`src/rtl/sv_pkg.sv`:
```
// -----------------------------------------------------------------------------
// sv_pkg
// Shared definitions for the bus arbiter slice: the owner/state encoding that
// is also presented on the arbiter's owner port, and the default ownership
// limits for DMA bursts and LCD holds.
// -----------------------------------------------------------------------------
package sv_pkg;

    // The encoding is visible on the owner port, so the values are fixed.
    typedef enum logic [1:0] {
        OWN_CPU  = 2'd0,
        OWN_DMA  = 2'd1,
        OWN_LCD  = 2'd2,
        OWN_TURN = 2'd3
    } owner_e;

    localparam int DMA_BURST_MAX_DEF = 16;
    localparam int LCD_HOLD_MAX_DEF  = 8;

endpackage : sv_pkg

```
`src/rtl/sv_sat_counter.sv`:
```
// -----------------------------------------------------------------------------
// sv_sat_counter
// Up counter with synchronous clear that sticks at all-ones instead of
// wrapping.
//   clk      in            clock
//   reset_n  in            asynchronous active-low reset, clears the count
//   clr      in            synchronous clear, has priority over inc
//   inc      in            count enable
//   cnt      out [WIDTH]   current count
// -----------------------------------------------------------------------------
module sv_sat_counter #(
    parameter int WIDTH = 8
) (
    input  logic             clk,
    input  logic             reset_n,
    input  logic             clr,
    input  logic             inc,
    output logic [WIDTH-1:0] cnt
);

    logic [WIDTH-1:0] cnt_q;

    // NOTE: clocked state uses non-blocking (<=) assignments so every flop
    // samples the pre-edge values regardless of process evaluation order.
    always_ff @(posedge clk or negedge reset_n) begin
        if (!reset_n) begin
            cnt_q <= '0;
        end else if (clr) begin
            cnt_q <= '0;
        end else if (inc && (cnt_q != '1)) begin
            cnt_q <= cnt_q + WIDTH'(1);
        end
    end

    assign cnt = cnt_q;

endmodule : sv_sat_counter

```
`src/rtl/sv_bus_arbiter.sv`:
```
// -----------------------------------------------------------------------------
// sv_bus_arbiter
// Shares one memory bus between the CPU (default owner, no request line), a
// DMA engine and an LCD fetch unit. Priority is LCD > DMA > CPU. Every change
// of owner passes through a single dead TURN cycle. DMA bursts and LCD holds
// are capped; when a cap is hit the bus returns to the CPU for one cycle.
//   clk            in       system clock
//   reset_n        in       asynchronous active-low reset
//   lcd_req        in       LCD requests the bus
//   lcd_gnt        out      LCD owns the bus (registered)
//   dma_req        in       DMA requests the bus
//   dma_gnt        out      DMA owns the bus (registered)
//   cpu_rdy        out      CPU owns the bus, drives CPU RDY (registered)
//   cpu_addr/dout/we in     CPU bus request
//   dma_addr/dout/we in     DMA bus request (14-bit address, zero-extended)
//   bus_addr/dout/we out    shared bus, muxed from the registered owner
//   owner          out [2]  0=CPU 1=DMA 2=LCD 3=TURN
//   cpu_stall_cnt  out [16] saturating count of cycles with cpu_rdy=0
// -----------------------------------------------------------------------------
module sv_bus_arbiter
    import sv_pkg::*;
#(
    parameter int DMA_BURST_MAX = DMA_BURST_MAX_DEF,
    parameter int LCD_HOLD_MAX  = LCD_HOLD_MAX_DEF
) (
    input  logic        clk,
    input  logic        reset_n,
    input  logic        lcd_req,
    output logic        lcd_gnt,
    input  logic        dma_req,
    output logic        dma_gnt,
    output logic        cpu_rdy,
    input  logic [15:0] cpu_addr,
    input  logic [7:0]  cpu_dout,
    input  logic        cpu_we,
    input  logic [13:0] dma_addr,
    input  logic [7:0]  dma_dout,
    input  logic        dma_we,
    output logic [15:0] bus_addr,
    output logic [7:0]  bus_dout,
    output logic        bus_we,
    output logic [1:0]  owner,
    output logic [15:0] cpu_stall_cnt
);

    localparam int BURST_W = $clog2(DMA_BURST_MAX) + 1;
    localparam int HOLD_W  = $clog2(LCD_HOLD_MAX) + 1;
    // Counters hold the number of cycles already owned before the current
    // one, so MAX-1 means the current cycle is the last one allowed.
    localparam logic [BURST_W-1:0] BURST_LAST = BURST_W'(DMA_BURST_MAX - 1);
    localparam logic [HOLD_W-1:0]  HOLD_LAST  = HOLD_W'(LCD_HOLD_MAX - 1);

    owner_e state_q, state_d;
    owner_e target_q, target_d;   // owner to hand over to after TURN
    logic   lcd_gnt_q, dma_gnt_q, cpu_rdy_q;

    logic [BURST_W-1:0] burst_cnt;
    logic [HOLD_W-1:0]  hold_cnt;
    logic               burst_last, hold_last;

    assign burst_last = (burst_cnt == BURST_LAST);
    assign hold_last  = (hold_cnt == HOLD_LAST);

    // NOTE: every variable written here gets a default first, so no path
    // leaves it unassigned and no latch is inferred.
    always_comb begin
        state_d  = state_q;
        target_d = target_q;
        unique case (state_q)
            OWN_CPU: begin
                // One CPU cycle is always granted before re-arbitrating,
                // which also provides the forced CPU slot after a cap.
                if (lcd_req) begin
                    state_d  = OWN_TURN;
                    target_d = OWN_LCD;
                end else if (dma_req) begin
                    state_d  = OWN_TURN;
                    target_d = OWN_DMA;
                end
            end
            OWN_DMA: begin
                if (lcd_req) begin
                    state_d  = OWN_TURN;
                    target_d = OWN_LCD;
                end else if (!dma_req || burst_last) begin
                    state_d  = OWN_TURN;
                    target_d = OWN_CPU;
                end
            end
            OWN_LCD: begin
                if (!lcd_req || hold_last) begin
                    state_d  = OWN_TURN;
                    target_d = OWN_CPU;
                end
            end
            OWN_TURN: begin
                // Target was latched on entry; a dropped request does not
                // cancel the handover.
                state_d = target_q;
            end
            default: state_d = OWN_CPU;
        endcase
    end

    always_ff @(posedge clk or negedge reset_n) begin
        if (!reset_n) begin
            state_q   <= OWN_CPU;
            target_q  <= OWN_CPU;
            lcd_gnt_q <= 1'b0;
            dma_gnt_q <= 1'b0;
            cpu_rdy_q <= 1'b1;
        end else begin
            state_q   <= state_d;
            target_q  <= target_d;
            lcd_gnt_q <= (state_d == OWN_LCD);
            dma_gnt_q <= (state_d == OWN_DMA);
            cpu_rdy_q <= (state_d == OWN_CPU);
        end
    end

    // Burst/hold counters clear on the TURN cycle that enters their state
    // and count each owned cycle afterwards.
    sv_sat_counter #(.WIDTH(BURST_W)) u_burst_cnt (
        .clk     (clk),
        .reset_n (reset_n),
        .clr     ((state_d == OWN_DMA) && (state_q != OWN_DMA)),
        .inc     (state_q == OWN_DMA),
        .cnt     (burst_cnt)
    );

    sv_sat_counter #(.WIDTH(HOLD_W)) u_hold_cnt (
        .clk     (clk),
        .reset_n (reset_n),
        .clr     ((state_d == OWN_LCD) && (state_q != OWN_LCD)),
        .inc     (state_q == OWN_LCD),
        .cnt     (hold_cnt)
    );

    sv_sat_counter #(.WIDTH(16)) u_stall_cnt (
        .clk     (clk),
        .reset_n (reset_n),
        .clr     (1'b0),
        .inc     (!cpu_rdy_q),
        .cnt     (cpu_stall_cnt)
    );

    // Bus mux keys off the registered owner only, so requests never reach
    // the bus combinationally.
    always_comb begin
        bus_addr = cpu_addr;
        bus_dout = 8'h00;
        bus_we   = 1'b0;
        unique case (state_q)
            OWN_CPU: begin
                bus_dout = cpu_dout;
                bus_we   = cpu_we;
            end
            OWN_DMA: begin
                bus_addr = {2'b00, dma_addr};
                bus_dout = dma_dout;
                bus_we   = dma_we;
            end
            default: ;
        endcase
    end

    assign lcd_gnt = lcd_gnt_q;
    assign dma_gnt = dma_gnt_q;
    assign cpu_rdy = cpu_rdy_q;
    assign owner   = state_q;

endmodule : sv_bus_arbiter

```
`config.mk`:
```
export PLATFORM = sky130hd
export DESIGN_NAME = sv_bus_arbiter
export DESIGN_NICKNAME = d
export VERILOG_FILES = /design/src/rtl/sv_pkg.sv /design/src/rtl/sv_sat_counter.sv /design/src/rtl/sv_bus_arbiter.sv
export SDC_FILE = /design/constraint.sdc
export NUM_CORES = 1
export LEC_CHECK = 0
export ABC_CLOCK_PERIOD_IN_PS = 2800
export BUFFER_PORTS_ARGS = -buffer_cell sky130_fd_sc_hd__clkbuf_2
export CAP_MARGIN = 10
export CORE_MARGIN = 5
export CORE_UTILIZATION = 47
export DETAILED_ROUTE_END_ITERATION = 7
export GPL_ROUTABILITY_DRIVEN = 0
export HOLD_SLACK_MARGIN = 0.06
export PLACE_DENSITY = 0.86
export SYNTH_ARGS = -nofsm -noshare
export SYNTH_HDL_FRONTEND = slang
export SYNTH_HIERARCHICAL = 1
export SYNTH_SLANG_ARGS = --single-unit
```
`constraint.sdc`:
```
create_clock -name clk -period 2.8 [get_ports clk]
set_clock_uncertainty 0.1 [all_clocks]
set_input_delay 0.28 -clock clk [delete_from_list [all_inputs] [get_ports clk]]
set_output_delay 0.28 -clock clk [all_outputs]
set_load 0.05 [all_outputs]
```
==> qor.csv, run 1 <==
metric;value;unit
yosysTopAreaCell;dfrtp_1;
min_period_over_period;94.1;%
cp_top_family;compound AO/OA/AOI/OAI gates;
synth-edff-count;0;
dr.pass1.iters;4;
grt_pass1_vias;2081;
ys.flop_type;dfrtp_1;
die_y;78.2;µm
grt_overflow;0;
start_util;49.2;%
grt_max_degree;33;
wl_per_cell;15.6;µm
async_flop_share;100;%
yosysWarnings;6;
slew_viol_final;0;
maxCapViolations;0;
final_nets;376;
num_rows;24;
timing.final.hold_violations;0;
syn_avg_cell_area;10.1;µm²
drcViolationCount;0;
multi_input_area;0.00132;mm²
layout-area-overhead-vs-synth;30.2;%
power_leakage;1.44;nW
endpoint_kind;register;
cts_max_level;2;
die_w;78.2;µm
vias_per_cell;5.71;
synth_seq_cells;32;
slowest_delay;0.46;ns
synth_area_leaders;dfrtp_1, mux2_2, ha_1, a21oi_1, a22o_1;
worst_pin_slew;0.792;ns
tritoncts;built;
numCtsBuffers;5;
rsz0062_at_grt;false;
num_antenna_cells;0;
max_slew_margin;47.2;%
path_clk_slew;0.06;ns
ctsLongestPathBuffers;2;
cp_max_fo;8;
cp.buffers_inverters;1;
postCtsSetupBuffers;0;
drt_iter0_drc;71;
globalRouteMet1Util;20.1;%
drive_gt1_share;45.1;%
setup-tns-final;0;ns
vias;2106;
status;complete, no violations;
final.fill_count;361;
antenna_found_initial;0;
arrival;2.70;ns
dp_hpwl;4380;µm
clk_latency;0.28;ns
cts_root_buf;clkbuf_8;
grt-busiest-layer;met2;
period_needed;2.64;ns
crit_chain;inv_1 > ha_1 > a211oi_2 > a21o_1 > o21ai_1 > nor4b_4 > nor2b_1 > mux2_4;
port_buffers;97;
cp.required;2.86;ns
peakVddDrop;935;µV
dpl_cell_area;0.00272;mm²
worstSetupStartpointType;register;
synth_area;0.00219;mm²
finalWirelength;5760;µm
fin_hold_ws;0.320;ns
synth_top_area_share;35.5;%
yosysSeqAreaShare;36.7;%
min_path_type;primary input to register;
grt_pass1_wl;9370;µm
design_area;0.00285;mm²
finalSetupViolCount;0;
synthDistinctLibCells;53;
die_area;0.00612;mm²
worstSetupPathType;register to register;
ios;98;
grt.total_usage;18.5;%
drtAntennaViolNets;0;
regArea;802;µm²
core;0.00444;mm²
synth_cells;216;
fmax;379;MHz
globalRouteMet3Util;4.81;%
powerDensity;1040;mW/mm²
cp_slowest_cell;a211oi_2;
cts.sinks;32;
gr-usage-met2;35.6;%
[through the flow]
step | utilization, % | power (mW) | cells | worst slack (ns)
2_1_floorplan | - | 2.13 | 217 | 0.0597
3_3_place_gp | 61.2 | 2.46 | 360 | 0.303
3_5_place_dp | 61.2 | 2.51 | 360 | 0.173
4_1_cts | 63.9 | 2.96 | 369 | 0.167
5_1_grt | 64.1 | 3.14 | 369 | 0.0386
6_report | 64.1 | 2.97 | 369 | 0.165
[Yosys cell counts, types with 4 or more instances]
| master | number |
|---|---|
| mux2_1 | 6 |
| nor2_1 | 11 |
| or4_1 | 5 |
| o31ai_1 | 7 |
| and3_1 | 5 |
| ha_1 | 8 |
| a21oi_1 | 17 |
| nand3_1 | 5 |
| mux2_2 | 14 |
| inv_1 | 8 |
| dfrtp_1 | 31 |
| nand4_1 | 8 |
| o21ai_1 | 4 |
| nor2b_1 | 7 |
| clkbuf_1 | 5 |
| a22o_1 | 9 |
| nand2_1 | 8 |
| nor4_1 | 4 |
[state kept, by name, indices dropped and copies added (netlist names)]
signal / flops
dma_gnt: 1
owner: 2
lcd_gnt: 1
target_q: 2
u_stall_cnt/cnt: 16
u_burst_cnt/cnt: 5
cpu_rdy: 1
u_hold_cnt/cnt: 4
[cell type report]
| cell class | instances | share of cell area [%] |
|---|---|---|
| tap | 52 | 2.28 |
| inverter | 8 | 1.05 |
| timing repair buffer | 102 | 18.5 |
| clock buffer | 6 | 2.55 |
| clock inverter | 2 | 1.23 |
| sequential | 32 | 28.2 |
| multi-input combinational | 167 | 46.3 |
[metal layers]
metal | wire [µm] | up-vias
li1 | - | 1018
met1 | 2280 | 1004
met2 | 3080 | 80
met3 | 372 | 4
met4 | 29 | 0
met5 | 0 | -
[repair_timing]
action	in CTS	in global routing
resized for setup	0	1
setup endpoints to repair	0	1
hold buffers	1	0
hold endpoints to repair	31	0
[final timing paths]
kind | startpoint | slack (ns) | to | cells past startpoint
worst min register to register | target_q[1]$_DFFE_PN0P_ | 0.41 | target_q[1]$_DFFE_PN0P_ | 1
max in group asynchronous | reset_n | 1.59 | dma_gnt$_DFF_PN0_ | 2
worst max-delay path | owner[0]$_DFF_PN0_ | 0.16 | u_hold_cnt/cnt[0]$_DFFE_PN0P_ | 8
worst min-delay path | lcd_req | 0.32 | target_q[0]$_DFFE_PN0P_ | 3
min in group asynchronous | reset_n | 0.52 | u_stall_cnt/cnt[9]$_DFFE_PN0P_ | 2
worst max register to register | owner[0]$_DFF_PN0_ | 0.16 | u_hold_cnt/cnt[0]$_DFFE_PN0P_ | 8
[report_power, final]
group / leakage (nW) / switching [mW] / internal (mW)
logic: 0.957 / 1.25 / 0.622
registers: 0.425 / 0.0955 / 0.568
clock network: 0.0552 / 0.170 / 0.264
[logic make-up after synthesis]
| logic type | count (synthesis) | synth area share [%] |
|---|---|---|
| compound gates | 53 | 18.5 |
| flops | 32 | 36.7 |
| mux | 24 | 12.4 |
| buf+inv | 18 | 3.66 |
| fa+ha+maj | 8 | 4.58 |
| xor+xnor | 2 | 0.801 |
| simple gates | 78 | 23.3 |
| other cells | 1 | 0.171 |
[worst min-delay path: cells and delay by family]
family | cells | cell delay, ns
multiplexers | 1 | 0.13
buffers and inverters | 1 | 0.14
AND/OR/NAND/NOR | 1 | 0.11
[cell usage in the layout (no fill, tap or decap), drive strengths merged, types with 6 or more instances in the layout]
| master | Yosys | layout |
|---|---|---|
| or4 | 7 | 7 |
| nand2 | 8 | 8 |
| a22o | 9 | 9 |
| mux2 | 21 | 21 |
| nand4 | 9 | 9 |
| clkbuf | 6 | 103 |
| a21oi | 17 | 17 |
| nor2b | 8 | 8 |
| o31ai | 7 | 7 |
| and3 | 6 | 6 |
| o21ai | 7 | 7 |
| ha | 8 | 8 |
| nor2 | 11 | 11 |
| dfrtp | 31 | 31 |
| inv | 8 | 8 |
No activity file was read; power rests on OpenSTA's default activity.
==> run 2: changes to the inputs <==
- ABC_AREA: not set -> 1
- CORE_UTILIZATION: 47 -> 48
- REMOVE_ABC_BUFFERS: not set -> 1
- SKIP_CTS_REPAIR_TIMING: not set -> 1
==> run 2 against run 1 <==
Effect of this change: total power shrank 1.5%; highest routed layer unchanged; first-iteration DRC count grew to 2.6 times the previous value; cell area grew 3.2%; clock-buffer cell count grew 1; register-to-register slack gained 0.48 ns; combinational power grew 2%; flip-flop and latch count is the same.
==> qor.csv, run 2 <==
metric;value;unit
p_seq_share;23.0;%
mostFrequentLayoutCell;nand2_1;
synthDistinctLibCells;33;
endpoint_kind;output pin;
peakVddDrop;1010;µV
pwr-share-clk;11.6;%
arrival;2.09;ns
synth_xor_area_share;2.26;%
vias_per_cell;4.84;
p_int;1.24;mW
muxShareOfSynthArea;0;%
synth_seq_cells;32;
setup-tns-final;0;ns
worstSetupStartpointType;register;
cts_root_buf;clkbuf_8;
synth_compound_area_share;7.37;%
cts.sinks;32;
max_slew_margin;46.3;%
yosysSeqAreaShare;34.5;%
synthAdderAreaFrac;4.30;%
port_buffers;97;
die_area;0.00634;mm²
finalSetupViolCount;0;
tritoncts;built;
maxCapViolations;0;
numCtsBuffers;5;
synth_top_area_share;33.4;%
path_clk_slew;0.06;ns
worst_pin_slew;0.805;ns
cp.required;2.42;ns
rsz0062_at_grt;false;
cts_max_level;2;
syn_avg_cell_area;6.94;µm²
grt.total_usage;20.2;%
synth_area_leaders;dfrtp_1, nand2_1, nand3_1, inv_1, nor2_1;
p_sw;1.69;mW
fmax;404;MHz
dp_hpwl;4710;µm
power.share.switching;57.7;%
min_period_over_period;88.4;%
drt_iter0_drc;186;
synth_most_common_cell;nand2_1;
grt_pass1_vias;2401;
mostFrequentLayoutCells;nand2_1, clkbuf_2, inv_1;
period_needed;2.47;ns
cp_max_fo;19;
yosysTopAreaCell;dfrtp_1;
layout-area-overhead-vs-synth;26.3;%
num_rows;25;
worstSetupPathType;register to output pin;
ys.flop_type;dfrtp_1;
synth-edff-count;0;
wl_per_cell;11.8;µm
largest_register_ffs;16;
drcViolationCount;0;
synth_top_family_by_area;simple AND/OR/NAND/NOR gates;
powerDensity;995;mW/mm²
grt_max_degree;33;
drtAntennaViolNets;0;
power_leakage;1.72;nW
timing.final.hold_violations;0;
final.fill_count;438;
vias;2438;
start_util;49.2;%
status;complete, no violations;
drive_gt1_share;31.4;%
synth_area;0.00233;mm²
die_w;79.6;µm
synth_cells;335;
comb_power_share;65.4;%
ios;98;
final_util;62.2;%
core;0.00472;mm²
async_flop_share;100;%
finalWirelength;5930;µm
ys_top_cells_by_count;nand2_1, inv_1, dfrtp_1;
dr.pass1.iters;4;
final_nets;496;
clk_latency;0.29;ns
regArea;802;µm²
antenna_found_initial;0;
fin_hold_ws;0.241;ns
slew_viol_final;0;
grt_pass1_wl;10200;µm
grt_overflow;0;
synthSimpleGateAreaFrac;42.0;%
die_y;79.6;µm
ctsLongestPathBuffers;2;
min_path_type;primary input to register;
multi_input_area;0.00131;mm²
yosysWarnings;6;
num_antenna_cells;0;
run 2: changes by cell type in the layout (fill, tap and decap cells not counted), moves of 6 or more:
cell	change
nand2_1	+120
inv_1	+25
nand3_1	+22
nor2_1	+17
a21oi_1	-15
mux2_2	-14
nand2_2	+11
nor2b_1	-7
o31ai_1	-7
mux2_1	-6
run 2: critical path, stage by stage (launching register included):
cell and delay (ns):
dfrtp_1 0.44, inv_1 0.13, ha_1 0.48, buf_4 0.32, nand2_1 0.07, nand2_1 0.08, clkbuf_2 0.28
run 2: path summary, 6_finish.rpt:
check | from | end | slack (ns) | cells after the start
min in group asynchronous | reset_n | u_stall_cnt/cnt[2]$_DFFE_PN0P_ | 0.53 | 2
hold / removal | lcd_req | target_q[1]$_DFFE_PN0P_ | 0.24 | 3
setup / recovery | owner[1]$_DFF_PN0_ | bus_addr[0] | 0.33 | 6
setup reg to reg | owner[0]$_DFF_PN0_ | u_hold_cnt/cnt[1]$_DFFE_PN0P_ | 0.64 | 13
hold reg to reg | target_q[0]$_DFFE_PN0P_ | target_q[0]$_DFFE_PN0P_ | 0.41 | 2
max in group asynchronous | reset_n | u_stall_cnt/cnt[5]$_DFFE_PN0P_ | 1.56 | 2
run 2: power by group through the flow:
stage	Sequential, mW	Combinational [mW]	Clock [mW]
2_1_floorplan	0.815	1.34	0
3_3_place_gp	0.674	1.88	0
3_5_place_dp	0.678	1.92	0
4_1_cts	0.671	1.93	0.355
5_1_grt	0.694	2.09	0.375
6_report	0.671	1.91	0.340
run 2: layout make-up:
| cell class | count | share of cell area (%) |
|---|---|---|
| Clock inverter | 1 | 0.170 |
| Timing Repair Buffer | 100 | 17.4 |
| Multi-Input combinational cell | 258 | 44.6 |
| Sequential cell | 32 | 27.3 |
| Clock buffer | 7 | 2.60 |
| Tap cell | 67 | 2.85 |
| Inverter | 39 | 5.07 |
run 2: per-layer routing:
| layer | GRT usage (%) | wire (µm) |
|---|---|---|
| met5 | 0 | 0 |
| met1 | 22.5 | 2440 |
| met3 | 5.08 | 376 |
| met4 | 6.70 | 79 |
| met2 | 37.1 | 3030 |
run 2: per-stage QoR:
stage,power (mW),std cells,setup slack [ns],cell area (µm²)
finish,2.92,504,0.326,2940
detailed placement,2.60,495,0.646,2850
global placement,2.56,495,0.700,2850
global route,3.16,504,0.118,2940
CTS,2.95,503,0.315,2930
floorplan,2.16,329,0.196,2260
run 2: logic make-up after synthesis:
kind of cell,count (synthesis)
and+or+nand+nor,219
buffers and inverters,47
DFF,32
AOI/OAI and AO/OA,22
adders and majority gates,8
xor gates and xnor gates,6
other,1
